<file path="config.mk">
export PLATFORM = sky130hd
export DESIGN_NAME = ipgu_ram_reader
export DESIGN_NICKNAME = d
export VERILOG_FILES = /design/src/rtl/ipgu_ram_reader.sv
export SDC_FILE = /design/constraint.sdc
export NUM_CORES = 1
export LEC_CHECK = 0
export BUFFER_PORTS_ARGS = -buffer_cell sky130_fd_sc_hd__buf_2
export CORE_ASPECT_RATIO = 0.5
export CORE_MARGIN = 2
export CORE_UTILIZATION = 59
export CTS_CLUSTER_SIZE = 24
export DETAILED_ROUTE_END_ITERATION = 10
export GPL_ROUTABILITY_DRIVEN = 0
export PLACE_DENSITY = 0.81
export RECOVER_POWER = 25
export SYNTH_ARGS = -nofsm -noshare
export SYNTH_HDL_FRONTEND = slang
export SYNTH_SLANG_ARGS = --single-unit
</file>
<file path="constraint.sdc">
create_clock -name clk -period 3.4 [get_ports clk]
set_input_delay 0.51 -clock clk [delete_from_list [all_inputs] [get_ports clk]]
set_output_delay 0.51 -clock clk [all_outputs]
set_load 0.005 [all_outputs]
</file>
<file path="src/rtl/ipgu_ram_reader.sv">
// IPGU image RAM raster read master with a 2-entry output buffer.
// Define IPGU_RD_SIDEBAND_EN to add out_sof/out_eol pixel markers.
module ipgu_ram_reader #(
  parameter int DATA_WIDTH   = 8,
  parameter int DEPTH_X      = 300,
  parameter int DEPTH_Y      = 300,
  parameter int ADDR_WIDTH_X = $clog2(DEPTH_X),
  parameter int ADDR_WIDTH_Y = $clog2(DEPTH_Y)
) (
  input  logic                               clk,
  input  logic                               rst,
  input  logic                               start,
  input  logic [ADDR_WIDTH_X-1:0]            x0,
  input  logic [ADDR_WIDTH_Y-1:0]            y0,
  input  logic [ADDR_WIDTH_X:0]              win_w,
  input  logic [ADDR_WIDTH_Y:0]              win_h,
  output logic                               busy,
  output logic                               done,
  output logic                               err,
  output logic [ADDR_WIDTH_X+ADDR_WIDTH_Y-1:0] ram_addr,
  output logic                               ram_cs,
  output logic                               ram_we,
  input  logic [DATA_WIDTH-1:0]              ram_rdData,
`ifdef IPGU_RD_SIDEBAND_EN
  output logic                               out_sof,
  output logic                               out_eol,
`endif
  output logic [DATA_WIDTH-1:0]              out_data,
  output logic                               out_valid,
  input  logic                               out_ready
);
  localparam int AX = ADDR_WIDTH_X;
  localparam int AY = ADDR_WIDTH_Y;
  localparam logic [AX:0] LIM_X = (AX+1)'(DEPTH_X);
  localparam logic [AY:0] LIM_Y = (AY+1)'(DEPTH_Y);

  typedef enum logic [1:0] {IDLE, READ, DRAIN} state_t;
  state_t state, state_n;

  logic [AX-1:0] cx, xs, xe;
  logic [AY-1:0] cy, ye;
  logic [DATA_WIDTH-1:0] mem [2];
  logic rptr, wptr, rdv, rdv_n;
  logic [1:0] occ, occ_n;
  logic pop, wr, issue, last, accept;
  logic zero_win, bad_win, done_n, err_n;
  logic [AX:0] xsum;
  logic [AY:0] ysum;

  assign ram_we    = 1'b0;
  assign xsum      = {1'b0, x0} + win_w;
  assign ysum      = {1'b0, y0} + win_h;
  assign zero_win  = (win_w == '0) || (win_h == '0);
  assign bad_win   = (xsum > LIM_X) || (ysum > LIM_Y);
  assign out_valid = (occ != 2'd0);
  assign out_data  = mem[rptr];
  assign pop       = out_valid & out_ready;
  assign wr        = rdv & ((occ != 2'd2) | pop);
  assign occ_n     = occ + {1'b0, wr} - {1'b0, pop};
  // ram_rdData holds until the next read, so unabsorbed data may wait there
  assign rdv_n     = ram_cs | (rdv & ~wr);
  assign last      = (cx == xe) && (cy == ye);

  always_comb begin
    state_n = state;
    done_n  = 1'b0;
    err_n   = err;
    accept  = 1'b0;
    issue   = 1'b0;
    unique case (state)
      IDLE: begin
        if (start) begin
          if (zero_win) begin
            done_n = 1'b1;
            err_n  = 1'b0;
          end else if (bad_win) begin
            done_n = 1'b1;
            err_n  = 1'b1;
          end else begin
            accept  = 1'b1;
            err_n   = 1'b0;
            state_n = READ;
          end
        end
      end
      READ: begin
        issue = ({1'b0, occ_n} + {2'b0, rdv_n}) < 3'd3;
        if (issue && last)
          state_n = DRAIN;
      end
      DRAIN: begin
        if ((occ_n == 2'd0) && !rdv_n) begin
          done_n  = 1'b1;
          state_n = IDLE;
        end
      end
      default: state_n = IDLE;
    endcase
  end

  always_ff @(posedge clk) begin
    if (rst) begin
      state    <= IDLE;
      done     <= 1'b0;
      err      <= 1'b0;
      busy     <= 1'b0;
      ram_cs   <= 1'b0;
      ram_addr <= '0;
      cx       <= '0;
      cy       <= '0;
      xs       <= '0;
      xe       <= '0;
      ye       <= '0;
      rdv      <= 1'b0;
      occ      <= 2'd0;
      rptr     <= 1'b0;
      wptr     <= 1'b0;
      mem[0]   <= '0;
      mem[1]   <= '0;
    end else begin
      state  <= state_n;
      done   <= done_n;
      err    <= err_n;
      busy   <= (state_n != IDLE);
      ram_cs <= issue;
      rdv    <= rdv_n;
      occ    <= occ_n;
      if (issue)
        ram_addr <= {cy, cx};
      if (accept) begin
        xs <= x0;
        cx <= x0;
        cy <= y0;
        xe <= x0 + win_w[AX-1:0] - AX'(1);
        ye <= y0 + win_h[AY-1:0] - AY'(1);
      end else if (issue) begin
        if (cx == xe) begin
          cx <= xs;
          cy <= cy + AY'(1);
        end else begin
          cx <= cx + AX'(1);
        end
      end
      if (wr) begin
        mem[wptr] <= ram_rdData;
        wptr      <= ~wptr;
      end
      if (pop)
        rptr <= ~rptr;
    end
  end

`ifdef IPGU_RD_SIDEBAND_EN
  logic first, cs_sof, cs_eol, rd_sof, rd_eol;
  logic [1:0] sb_sof, sb_eol;

  assign out_sof = sb_sof[rptr];
  assign out_eol = sb_eol[rptr];

  // markers follow the read through the RAM stage and the buffer
  always_ff @(posedge clk) begin
    if (rst) begin
      first  <= 1'b0;
      cs_sof <= 1'b0;
      cs_eol <= 1'b0;
      rd_sof <= 1'b0;
      rd_eol <= 1'b0;
      sb_sof <= 2'b00;
      sb_eol <= 2'b00;
    end else begin
      if (accept)
        first <= 1'b1;
      else if (issue)
        first <= 1'b0;
      if (issue) begin
        cs_sof <= first;
        cs_eol <= (cx == xe);
      end
      if (ram_cs) begin
        rd_sof <= cs_sof;
        rd_eol <= cs_eol;
      end
      if (wr) begin
        sb_sof[wptr] <= rd_sof;
        sb_eol[wptr] <= rd_eol;
      end
    end
  end
`endif

endmodule

</file>
After elaboration in Yosys (flattened, before gate mapping)
Memories as Yosys holds them, arrays and structs flattened. A register that Yosys moved wholly into a read port is not among the register bits. Cells that the tools add are included.

Memories kept: 1. Bits of input ports: 50. Output and inout port bits: 32. RAM bits: 16. Register bits: 74.

Reduce and logical (&&, ||, !) cells: 17. Equality and inequality tests: 5. Mux-type cells: 33. $add $sub $neg: 11. Bitwise gates (word level): 8. Magnitude comparators: 3.

Memories: mem (words 2, width 8, read ports 1, clocked after Yosys merged registers in 1, write ports 2, RTL line 42) `logic [DATA_WIDTH-1:0] mem [2];`.

Operator list (number): 2-to-1 mux 9 bit (6); adder 9 x 10 -> 10 bit (2); > comparator 10 x 9 -> 1 bit (second input constant) (2); zero test 10 bit (2); 2-to-1 mux 1 bit (19); adder 9 x 1 -> 9 bit (second input constant) (2); adder 9 bit (2); == test 9 bit (2); subtractor 9 x 1 -> 9 bit (second input constant) (2); 2-to-1 mux 2 bit (5); 2-to-1 mux 8 bit (1); nonzero test 2 bit (4); OR reduction 8 bit (1); one-hot mux 2 bit (3 select lines) (1); zero test 2 bit (2); AND reduction 2 bit (2); adder 2 x 1 -> 3 bit (1); bitwise AND 1 bit (3); logical AND 1 bit (3); < comparator 3 x 2 -> 1 bit (second input constant) (1); NOT 1 bit (3); adder 2 x 1 -> 2 bit (1); == test 2 x 1 -> 1 bit (second input constant) (1); == test 2 bit (second input constant) (1); 6 further kinds (8).

Depth between registers and ports, before layout
Gate-level depths: netlist (run 1).

Depth in word-level cells: 13. Depth in mapped cells: 15.

Worst setup path after synthesis (run 1)
OpenSTA, ideal clock, no wires.

Path type: input-to-reg. From: input out_ready. To: register cx[7]. Arrival time: 3.034 ns. Slack: 0.292 ns. Stages: 14. Setup time: 0.074 ns. Buffers on the path: 2. Cells stage by stage: nor3b_1 > nand2b_1 > ha_1 > inv_1 > ha_1 > xnor2_1 > xnor2_1 > ha_1 > a21oi_1 > and2_1 > clkbuf_1 > clkbuf_1 > o211ai_1 > a31oi_1.

Elaborated cells on any way between the ends: 12.

RTL lines: from (decl) (RTL line 30) `input logic out_ready`; bitwise AND 1 bit * (RTL line 57) `assign pop = out_valid & out_ready;`; OR 1 bit (RTL line 58) `assign wr = rdv & ((occ != 2'd2) | pop);`; bitwise AND 1 bit (RTL line 58); adder 2 x 1 -> 2 bit (RTL line 59) `assign occ_n = occ + {1'b0, wr} - {1'b0, pop};`; subtractor 2 x 1 -> 2 bit * (RTL line 59); via occ_n[1] (RTL line 44) `logic [1:0] occ, occ_n;`; adder 2 x 1 -> 3 bit * (RTL line 87) `issue = ({1'b0, occ_n} + {2'b0, rdv_n}) < 3'd3;`; < comparator 3 x 2 -> 1 bit * (RTL line 87); 2-to-1 mux 1 bit * (RTL line 70) `unique case (state)`; nonzero test 2 bit (no source line) *; to (signal assigned) (RTL line 138) `cx <= xs;`; to (signal assigned) (RTL line 141) `cx <= cx + AX'(1);`; to (decl) (RTL line 40) `logic [AX-1:0] cx, xs, xe;`.

Mark *: on every way through the listed nets, which the timed path passes. The rest lies on a longest branch. A chain may end at the register's enable or synchronous reset.

Final worst setup path (run 1)
From: input y0[1]. To: register cy[6].

Longest elaborated chain between the ends: 9. Elaborated cells on any way between the ends: 11.

RTL lines: from (decl) (RTL line 14) `input logic [ADDR_WIDTH_Y-1:0] y0,`; adder 9 x 10 -> 10 bit * (RTL line 52) `assign ysum = {1'b0, y0} + win_h;`; > comparator 10 x 9 -> 1 bit * (RTL line 54) `assign bad_win = (xsum > LIM_X) || (ysum > LIM_Y);`; logical OR 1 bit * (RTL line 54); 2-to-1 mux 1 bit * (RTL line 76) `end else if (bad_win) begin`; 2-to-1 mux 1 bit * (RTL line 73) `if (zero_win) begin`; 2-to-1 mux 1 bit * (RTL line 72) `if (start) begin`; 2-to-1 mux 1 bit * (RTL line 70); nonzero test 2 bit (no source line); AND reduction 2 bit (no source line); to (signal assigned) (RTL line 133) `cy <= y0;`; to (signal assigned) (RTL line 139) `cy <= cy + AY'(1);`; to (decl) (RTL line 41) `logic [AY-1:0] cy, ye;`.

Every way passes the cells marked *; elsewhere a longest branch is shown, timed or not.

==> impl_results.md, run 1 <==
* Outcome: finished, final reports clean
* Core Area at 10100 sq um
* Hold path cells at 2
* TritonCTS clock tree: built
* Final slew viol count at 0
* Core Util, Final at 68.3%
* Grt met3 use at under 10%
* Clock sinks at 91
* Distinct cells, synth at 60
* Synth Register Bits at 91
* Cell area after placement at 6600 sq um
* Die width at 147 um
* Internal power at 2080 uW
* Static leakage at 0.00289 uW
* Most frequent CP cell: and4_1
* Rows at 26
* Die ar. at 11100 sq um
* CP top delay family: compound AO/OA/AOI/OAI gates
* Register area at 1980 sq um
* Diodes inserted at 0
* Synth Cell Area at 6060 sq um
* Post-CTS sizing at 0
* Pwr dens at 441 nW/um^2
* Syn nets at about 830
* Area occupied by multi-input gates at 3630 sq um
* Buf+Inv Stages, Crit Path at 3
* DR DRC count at 0
* Vias in the first global route at 4621
* Seq pwr share at 39.7%
* Crit-path max cell delay at 0.39 ns
* Clock power frac at a little under a third
* Antenna violations before repair at 0
* HP Class: flip-flop to flip-flop
* RSZ-0062 raised after global routing: no
* CP Class: input port to flip-flop
* Switching share of power at a little under a third
* DR iter-0 viols at 469
* Met1 Use GR at about two fifths
* Die H at 75.6 um
* Global routing's busiest layer: met1
* Hold_buf cts at 0
* Synth Flop Type: dfxtp_1
* Final nets at 895
* First-pass GRT wire length at 22900 um
* Total gr overflow at 0
* P_sw at 958 uW
* Sequential fraction of the synthesis area at 32.7%
* Fin cells at 932
* Placed cells at 916
* Peak VDD IR at around 290 uV
* Clock buffer depth at 2
* GRT met2 Usage at 38.3%
* Hold Fails Final Rpt at 0
* IO Port Bufs at 80
* DRT Pass-1 Iters at 5
* CTS buffer count at 9
* Post-synth EDFFs at 16
* Ys Warns at 0
* Finished layout cell area at 6890 sq um
* Io pins at 82
* Post-synth ARST share at 0%
* Gr usage total at roughly a quarter
* Dpl hpwl at 10700 um
* Routed WL at 14500 um
* Worst path slowest cell: o311ai_0
* Largest net degree at the start of global routing at 79
* Remaining antenna violation count after routing at 0
* Max Cap Viol at 0
* WP data required at 3.65 ns
* Worst reg2reg path depth at 14
* H-tree levels at 3
* Share of cells above drive strength 1 at 16.3%
* Worst path cell trace: buf_2 > inv_1 > ha_1 > a21o_1 > and4_1 > nor4_1 > mux2_2 > o311ai_0 > and4_1 > buf_12 > a31oi_1 > a21oi_1
* Worst-Margin Slew at roughly 0.83 ns
* Element type at the critical path end: flip-flop
* Comb pwr share at 29.1%
* Clk root buf: clkbuf_16
* Vias per std cell at 5.80
* Clk slew on worst S/H paths at about 0.06 ns
* Setup crit start kind: input port
* Max Clk Rate at 310 MHz
* Synth Area per Inst at 8.41 sq um
* Worst Clk Skew at 0.00645 ns
* Worst Path Arrival at ~3.5 ns
* Area grow syn2layout at 13.7%
* Slew Limit Headroom at 44.4%
* Overall power at 3040 uW
* Period utilisation layout at a little over nine tenths
* Max FO, Critical Path at 43
* Minimum clock period after layout at 3.22 ns
* WL per Instance at 15.5 um
* Setup TNS Final at 0 ns
* Fillers at 863
* Critical Path Stages at 12
* Final setup fails at 0
* Starting density of the core at 60.1%
* Insertion delay to the later sink of the worst-skew pair at 0.34 ns
* Post-CTS Setup Bufs at 0
* Post-Syn Instances at 720
* Vias at 5407
metrics by stage:
stage          hold slack, ns  setup WS, ns
5_1_grt                 0.472        0.0135
2_1_floorplan           0.430         0.292
6_report                0.452         0.179
3_5_place_dp            0.446        -0.108
4_1_cts                 0.454         0.116
3_3_place_gp            0.441        0.0922
placed cells by master (no fill, tap or decap), types with 4 or more instances in the layout:
cell       synthesis  layout
dfxtp_1           75      75
a21oi_1           74      73
inv_1             72      72
nand2_1           61      60
buf_2              2      59
ha_1              54      54
o21ai_0           32      32
nand3_1           31      31
xnor2_1           30      28
o211ai_1          25      25
clkbuf_1          34      23
xor2_1            21      21
nor2_1            19      17
a31oi_1           16      16
edfxtp_1          16      16
buf_4              2      16
and2_1            22      15
nor3_1            11      11
nor2b_1           10      10
mux2_2            10      10
a21o_1             9       9
nand4_1            9       9
clkbuf_16          0       9
o21bai_1           7       7
and2_0             0       7
nor4_1             7       7
a21oi_2            5       6
or2_2              6       6
a311oi_2           4       4
a211oi_1           4       4
fa_1               4       4
cells in the mapped netlist (3+ instances only):
master / count / area, sq um
o211ai_1: 25 / 188
a21o_1: 9 / 67.6
mux2i_1: 3 / 30.0
nor2b_1: 10 / 62.6
o21ai_0: 32 / 160
o21bai_1: 7 / 52.6
xnor2_1: 30 / 263
fa_1: 4 / 80.1
a31oi_1: 16 / 100
a311oi_2: 4 / 60.1
mux2_2: 10 / 113
ha_1: 54 / 676
or2_2: 6 / 37.5
buf_6: 3 / 33.8
nand3_1: 31 / 155
edfxtp_1: 16 / 480
nor3_1: 11 / 55.1
xor2_1: 21 / 184
a21oi_1: 74 / 370
dfxtp_1: 75 / 1500
inv_1: 72 / 270
nand2_1: 61 / 229
a211oi_1: 4 / 30.0
a21oi_2: 5 / 43.8
and2_1: 22 / 138
clkbuf_1: 34 / 128
nand4_1: 9 / 56.3
nand2b_1: 3 / 18.8
nor4_1: 7 / 43.8
nor2_1: 19 / 71.3
and4_1: 3 / 26.3
final cells by class:
type,count,share of cell area (%)
multi-input combinational,514,52.7
sequential,91,28.8
timing repair buffer,99,7.81
clock buffer,13,3.92
inverter,72,3.92
tap,140,2.54
clock inverter,3,0.309
sequential cells by signal, summed over array words and instances, names as in the netlist, 2 cells and up, named ones only:
name	count
cy	9
state	2
ram_addr	18
xe	9
occ	2
ye	9
xs	9
mem	16
cx	9
layer usage:
| layer | wire [um] | part of all wire, % |
|---|---|---|
| met3 | 1350 | 9.3 |
| met4 | 120 | 0.83 |
| met1 | 7000 | 48 |
| met2 | 6010 | 41 |
| met5 | 0 | 0 |
power by group through the flow:
stage	Combinational, uW	Clock (uW)	Sequential (uW)
after CTS	851	966	1200
final	883	951	1210
after detailed placement	847	0	1230
after global placement	831	0	1220
after global routing	973	1010	1210
after floorplan	647	0	1200
path summary, 6_finish.rpt:
check	from	endpoint	slack (ns)
setup / recovery	y0[1]	cy[6]$_SDFFE_PP0P_	0.18
setup reg to reg	occ[1]$_SDFF_PP0_	state[0]$_SDFF_PP0_	0.18
hold reg to reg	ram_addr[5]$_SDFFE_PP0P_	ram_addr[5]$_SDFFE_PP0P_	0.45
hold / removal	ram_addr[5]$_SDFFE_PP0P_	ram_addr[5]$_SDFFE_PP0P_	0.45
worst register-to-register path, delay by kind of cell (launching register included):
kind                     cells  cell delay, ns
AO/OA/AOI/OAI                2            0.24
AND/OR/NAND/NOR              5            1.18
buffers and inverters        2            0.18
flip-flops                   1            0.35
adder cells (fa/ha/maj)      3            0.82
XOR/XNOR                     2            0.32
logic make-up after synthesis:
logic type | after synthesis | synth area share (%)
other | 1 | 0.0619
AOI/OAI and AO/OA | 194 | 20.6
buffers and inverters | 115 | 7.85
adders and majority gates | 58 | 12.5
muxes | 13 | 2.35
DFF | 91 | 32.7
xor gates and xnor gates | 51 | 7.37
and+or+nand+nor | 197 | 16.6
(Power assumes the default switching activity.)
==> run 2, diff against run 1 <==
--- a/config.mk
+++ b/config.mk
@@ -8,11 +8,11 @@
 export BUFFER_PORTS_ARGS = -buffer_cell sky130_fd_sc_hd__buf_2
 export CORE_ASPECT_RATIO = 0.5
 export CORE_MARGIN = 2
-export CORE_UTILIZATION = 59
+export CORE_UTILIZATION = 55
 export CTS_CLUSTER_SIZE = 24
 export DETAILED_ROUTE_END_ITERATION = 10
 export GPL_ROUTABILITY_DRIVEN = 0
-export PLACE_DENSITY = 0.81
+export PLACE_DENSITY = 0.77
 export RECOVER_POWER = 25
 export SYNTH_ARGS = -nofsm -noshare
 export SYNTH_HDL_FRONTEND = slang
==> run 2 against run 1 <==
  * The run now ends with capacitance limit, slew limit left
  * Flip-flop and latch count did not move
  * Cell area up 0.13%
  * Critical path depth up 2
  * Combinational power down 0.5%
  * Non-clock buffer count up 1
  * Clock power grew 4.7%
  * Core utilization is 4.7 points lower
  * Final cell count increased by 0.64%
  * Fmax fell by 1.1%
  * Critical path type is now flip-flop to flip-flop
  * Largest cell class unchanged
  * Largest power group unchanged
  * Highest routed layer unchanged
==> impl_results.md, run 2 (synthesized netlist as in run 1, its figures left out) <==
* Die ar. at approximately 12000 sq um
* Insertion delay to the later sink of the worst-skew pair at 0.34 ns
* Worst path slowest cell: nor4_1
* Rows at 27
* Final setup fails at 0
* Hold Fails Final Rpt at 0
* Setup TNS Final at 0 ns
* Static leakage at 0.00291 uW
* Clk root buf: clkbuf_16
* DR DRC count at 0
* Max FO, Critical Path at 3
* Vias per std cell at 5.68
* Period utilisation layout at between 90% and 100%
* Outcome: finished with violations
* Internal power at 2130 uW
* Worst Clk Skew at between 0.009 and 0.01 ns
* Post-route setup slack at 0.144 ns
* Die width at around 150 um
* Most frequent CP cell: ha_1
* Clock power frac at approximately a third
* HP Class: flip-flop to flip-flop
* Clock sinks at 91
* Core Area at 10800 sq um
* Minimum clock period after layout at 3.26 ns
* Clk slew on worst S/H paths at 0.06 ns
* TritonCTS clock tree: built
* Final slew viol count at 75
* Max Cap Viol at 1
* Gr usage total at 24.3%
* Pwr dens at 446 nW/um^2
* WL per Instance at around 15 um
* Element type at the critical path end: flip-flop
* Max Clk Rate at 307 MHz
* WP data required at 3.62 ns
* Crit-path max cell delay at 0.40 ns
* Violated checks: capacitance limit, slew limit
* Commonest non-fill, non-tap cell in the layout: dfxtp_1
* Max FFs per register at 18
* Antenna violations before repair at 0
* CP top delay family: simple AND/OR/NAND/NOR gates
* Most frequent cells in the layout: dfxtp_1, a21oi_1, inv_1, buf_2, nand2_1
* Worst-Margin Slew at 1.56 ns
* CP Class: flip-flop to flip-flop
* IO Port Bufs at 80
* DRT Pass-1 Iters at 5
* Seq pwr share at around 39%
* Share of cells above drive strength 1 at 16.3%
* Io pins at between 80 and 90
* Final nets at between 800 and 900
* DR iter-0 viols at roughly 360
* Starting density of the core at between 50% and 60%
* First-pass GRT wire length at 23500 um
* Pre-CTS WS at -0.0398 ns
* Worst Path Arrival at between 3 and 4 ns
* Fin cells at 938
* Setup crit start kind: flip-flop
* Placed cells at 920
* Hold_buf cts at 0
* Peak VDD IR at 314 uV
* Area grow syn2layout at 13.9%
* Routed WL at 14500 um
* Vias in the first global route at 4812
* Remaining antenna violation count after routing at 0
* Worst path cell trace: or2_2 > and2_1 > ha_1 > inv_1 > ha_1 > xnor2_1 > xnor2_1 > ha_1 > a21oi_2 > buf_4 > nand2_1 > nor4_1 > nand2_1 > a21oi_1
* Total gr overflow at 0
* Switching share of power at between 30% and 40%
* Largest reg by FF count: ram_addr
* Buf+Inv Stages, Crit Path at 2
* Largest net degree at the start of global routing at 75
* Biggest regs: ram_addr (18), mem (16)
* Slew Limit Headroom at -4.08%
* Die H at 78.2 um
* CTS buffer count at 9
* Vias at 5327
* Clock buffer depth at 2
* Dpl hpwl at 10800 um
* Diodes inserted at 0
* P_sw at 951 uW
* H-tree levels at 3
* Comb pwr share at 28.6%
==> run 2: area by class of cell <==
type	instances	area, sq um
well taps	145	181
multi-input cells	514	3610
flip-flops and latches	91	1980
repair buffers	100	557
inverters	72	270
fillers	958	3950
clock inverters	4	50.0
clock buffers	12	250
==> run 2: final timing paths <==
path	depth (start not counted)	slack, ns	start	end
worst max-delay path	14	0.14	occ[1]$_SDFF_PP0_	state[1]$_SDFF_PP0_
worst max register to register	14	0.14	occ[1]$_SDFF_PP0_	state[1]$_SDFF_PP0_
worst min register to register	2	0.45	ram_addr[6]$_SDFFE_PP0P_	ram_addr[6]$_SDFFE_PP0P_
worst min-delay path	2	0.45	ram_addr[6]$_SDFFE_PP0P_	ram_addr[6]$_SDFFE_PP0P_
==> run 2: worst register-to-register path: stages (launching register included) <==
cell     delay (ns)
dfxtp_1        0.32
or2_2          0.30
and2_1         0.19
ha_1           0.29
inv_1          0.04
ha_1           0.17
xnor2_1        0.13
xnor2_1        0.28
ha_1           0.30
a21oi_2        0.18
buf_4          0.14
nand2_1        0.04
nor4_1         0.40
nand2_1        0.13
a21oi_1        0.22
==> run 2: layer usage <==
metal,GRT usage [%],up-vias,wire [um]
met5,0,-,0
met4,4.35,0,116
met3,5.14,10,1060
met2,37.4,175,6120
met1,35.5,2504,7240
li1,-,2638,-
==> run 2: power by group through the flow <==
stage | Sequential, uW | Clock [uW] | Combinational [uW]
floorplan | 1200 | 0 | 647
CTS | 1200 | 1010 | 858
global route | 1210 | 1060 | 972
detailed placement | 1220 | 0 | 854
finish | 1200 | 996 | 879
global placement | 1220 | 0 | 831
==> run 2: repair_timing <==
| action | 4_1_cts | 5_1_grt |
|---|---|---|
| buffers inserted | 0 | 2 |
| gates resized for setup | 0 | 2 |
| endpoints found under the setup margin | 0 | 4 |
==> run 2: through the flow <==
step / power [uW] / hold slack (ns) / util [%] / cell area [sq um]
detailed placement: 2080 / 0.446 / 60.9 / 6610
finish: 3080 / 0.452 / 63.6 / 6900
global placement: 2050 / 0.441 / 60.9 / 6610
CTS: 3070 / 0.404 / 63.7 / 6910
global route: 3240 / 0.462 / 63.6 / 6900
floorplan: 1850 / 0.430 / - / 6060
==> run 3, diff against run 2 <==
--- a/config.mk
+++ b/config.mk
@@ -5,6 +5,7 @@
 export SDC_FILE = /design/constraint.sdc
 export NUM_CORES = 1
 export LEC_CHECK = 0
+export ABC_AREA = 1
 export BUFFER_PORTS_ARGS = -buffer_cell sky130_fd_sc_hd__buf_2
 export CORE_ASPECT_RATIO = 0.5
 export CORE_MARGIN = 2
@@ -17,3 +18,4 @@
 export SYNTH_ARGS = -nofsm -noshare
 export SYNTH_HDL_FRONTEND = slang
 export SYNTH_SLANG_ARGS = --single-unit
+export TNS_END_PERCENT = 20
==> run 3 against run 2 <==
  * The run now ends clean
  * Sequential share of layout area fell by 0.17 points
  * Worst setup slack improved by 0.12 ns
  * Synthesized area rose by 0.72%
  * Clock skew fell by 0.0029 ns
  * Hold slack improved by 0.0050 ns
  * Critical endpoint is now cy[8]$_SDFFE_PP0P_
  * Largest cell class unchanged
  * Largest power group unchanged
==> impl_results.md, run 3 <==
* Global routing's busiest layer: met2
* Ys Warns at 0
* Clk slew on worst S/H paths at approximately 0.070 ns
* Max Cap Viol at 0
* Setup crit start kind: flip-flop
* Post-synth EDFFs at 16
* Vias at 5674
* Clock buffer depth at 2
* Syn nets at 974
* Post-synth top cells: nand2_1, inv_1, nor2_1, dfxtp_1, nand3_1
* End point of the critical path: cy[8]$_SDFFE_PP0P_
* Synth Cell Area at between 6000 and 7000 sq um
* TritonCTS clock tree: built
* Worst-Margin Slew at between 0.6 and 0.7 ns
* Final slew viol count at 0
* RSZ-0062 raised after global routing: no
* Element type at the critical path end: flip-flop
* Synth Area per Inst at a little over 7 sq um
* Sequential fraction of the synthesis area at 32.5%
* DRT Pass-1 Iters at 5
* Hold_ws at 0.457 ns
* Clock power frac at 32.0%
* WL per Instance at 13.4 um
* Most frequent cells in the layout: nand2_1, inv_1, nor2_1, dfxtp_1, buf_2
* Total gr overflow at 0
* Period utilisation layout at 92.3%
* Starting density of the core at 55.9%
* Final nets at 1051
* Die width at approximately 150 um
* First-pass GRT wire length at 24600 um
* FF-to-FF Start: occ[0]$_SDFF_PP0_
* Clk root buf: clkbuf_16
* Static leakage at roughly 0.0037 uW
* Post-synth ARST share at 0%
* Final setup fails at 0
* Post-Syn Instances at 866
* Seq pwr share at 38.8%
* CTS buffer count at 9
* IO Port Bufs at 80
* Setup TNS Final at 0 ns
* Biggest regs: ram_addr (18), mem (16)
* GRT met2 Usage at 38.3%
* Grt met3 use at ~3.8%
* Internal power at between 2000 and 2500 uW
* Largest reg by FF count: ram_addr
* Dpl hpwl at 11400 um
* DR iter-0 viols at 385
* Area grow syn2layout at 13.7%
* Commonest non-fill, non-tap cell in the layout: nand2_1
* Pwr dens at 459 nW/um^2
* Max FFs per register at 18
* Rows at 27
* CP Class: flip-flop to flip-flop
* DR DRC count at 0
* Synth Flop Type: dfxtp_1
* Max Clk Rate at 319 MHz
* Worst Path Arrival at 3.41 ns
* Antenna violations before repair at 0
* WP data required at 3.67 ns
* Routed WL at 14600 um
* Io pins at 82
* Outcome: finished, final reports clean
* Switching share of power at 33.3%
* P_sw at 1060 uW
* Fillers at ~1000
* Comb pwr share at 29.2%
* Diodes inserted at 0
* Vias in the first global route at 5155
* Max FO, Critical Path at 8
* Share of cells above drive strength 1 at 13.1%
* Most common cell in the netlist: nand2_1
* Overall power at 3190 uW
* H-tree levels at 3
* Gr usage total at around 25%
* Pre-CTS WS at 0.0830 ns
* Die H at around 80 um
* Vias per std cell at 5.19
* Cell taking the most area after synthesis: dfxtp_1
* Largest net degree at the start of global routing at 51
* Remaining antenna violation count after routing at 0
* Yosys top cell area share at between 20% and 30%
* Synth Register Bits at 91
* Slew Limit Headroom at 56.2%
* Largest cells by area after synthesis: dfxtp_1, nand2_1, ha_1, inv_1, edfxtp_1
* Distinct cells, synth at 39
* Peak VDD IR at around 290 uV
* Die ar. at 12000 sq um
* Hold Fails Final Rpt at 0
* HP Class: flip-flop to flip-flop
* Minimum clock period after layout at 3.14 ns
* Insertion delay to the later sink of the worst-skew pair at 0.34 ns
* Core Area at about 11000 sq um
* Worst r2r dst: cy[8]$_SDFFE_PP0P_
* Flop-to-flop setup slack at 0.26 ns
* Post-route setup slack at 0.261 ns
* Worst reg2reg path depth at 18
* Met1 Use GR at 37.2%
* CP Launch Point: occ[0]$_SDFF_PP0_
* Worst Clk Skew at 0.00673 ns
* Clock sinks at 91
run 3: cell type report:
| class | instances | area, sq um | area share [%] |
|---|---|---|---|
| Multi-Input combinational cell | 604 | 3450 | 49.7 |
| Sequential cell | 91 | 1980 | 28.6 |
| Inverter | 148 | 561 | 8.08 |
| Timing Repair Buffer | 89 | 457 | 6.58 |
| Clock buffer | 9 | 225 | 3.25 |
| Tap cell | 145 | 181 | 2.61 |
| Clock inverter | 7 | 82.6 | 1.19 |
run 3: timing repair:
item                                   4_1_cts  5_1_grt
endpoints found under the hold margin        0        0
setup buffers                                0        1
setup endpoints to repair                    0       14
hold buffers                                 0        0
resized for setup                            0        5
run 3: cell families (layout without fill, tap and decap cells):
family	count (synthesis)	after routing	synth area share (%)
fa+ha+maj	58	58	12.4
xor+xnor	35	35	5.02
other cells	1	1	0.0615
compound gates	124	124	10.6
mux	8	8	1.48
flops	91	91	32.5
buf+inv	171	253	11.2
simple gates	378	378	26.7
run 3: layer usage:
layer  vias to the layer above  routed length (um)
met3                        14                1060
li1                       2909                   -
met2                       210                6050
met5                         -                   0
met4                         0                 134
met1                      2541                7360
run 3: power by group through the flow:
stage / clock network, uW / registers [uW] / logic [uW]
finish: 1020 / 1240 / 931
global route: 1090 / 1240 / 1060
CTS: 1040 / 1230 / 906
detailed placement: 0 / 1260 / 894
global placement: 0 / 1260 / 869
floorplan: 0 / 1230 / 660
run 3: worst min path at each step:
stage	cells past startpoint	start	endpoint
2_1_floorplan	1	rptr$_SDFFE_PP0P_	flip-flop
3_3_place_gp	1	rptr$_SDFFE_PP0P_	flip-flop
3_5_place_dp	1	rptr$_SDFFE_PP0P_	flip-flop
4_1_cts	1	rptr$_SDFFE_PP0P_	flip-flop
5_1_grt	2	xs[8]$_SDFFE_PP0P_	xs[8]$_SDFFE_PP0P_
6_report	1	rptr$_SDFFE_PP0P_	flip-flop
run 3: metrics by stage:
stage	util [%]	cells	instance area, sq um
2_1_floorplan	-	866	6100
3_3_place_gp	60.6	1076	6620
3_5_place_dp	60.6	1076	6620
4_1_cts	63.5	1092	6920
5_1_grt	63.6	1093	6940
6_report	63.6	1093	6940
run 3: critical path, cell delays in order, from the launching register on:
cell and delay, ns:
dfxtp_1 0.34, or2_2 0.29, nand2_1 0.06, inv_1 0.07, ha_1 0.30, inv_1 0.06, ha_1 0.15, xor2_1 0.18
xor2_1 0.26, inv_1 0.08, ha_1 0.29, nand2_1 0.10, nand3_1 0.11, inv_1 0.14, nand3_4 0.13, inv_4 0.15
nand2_1 0.07, xor2_1 0.15, a21oi_1 0.14
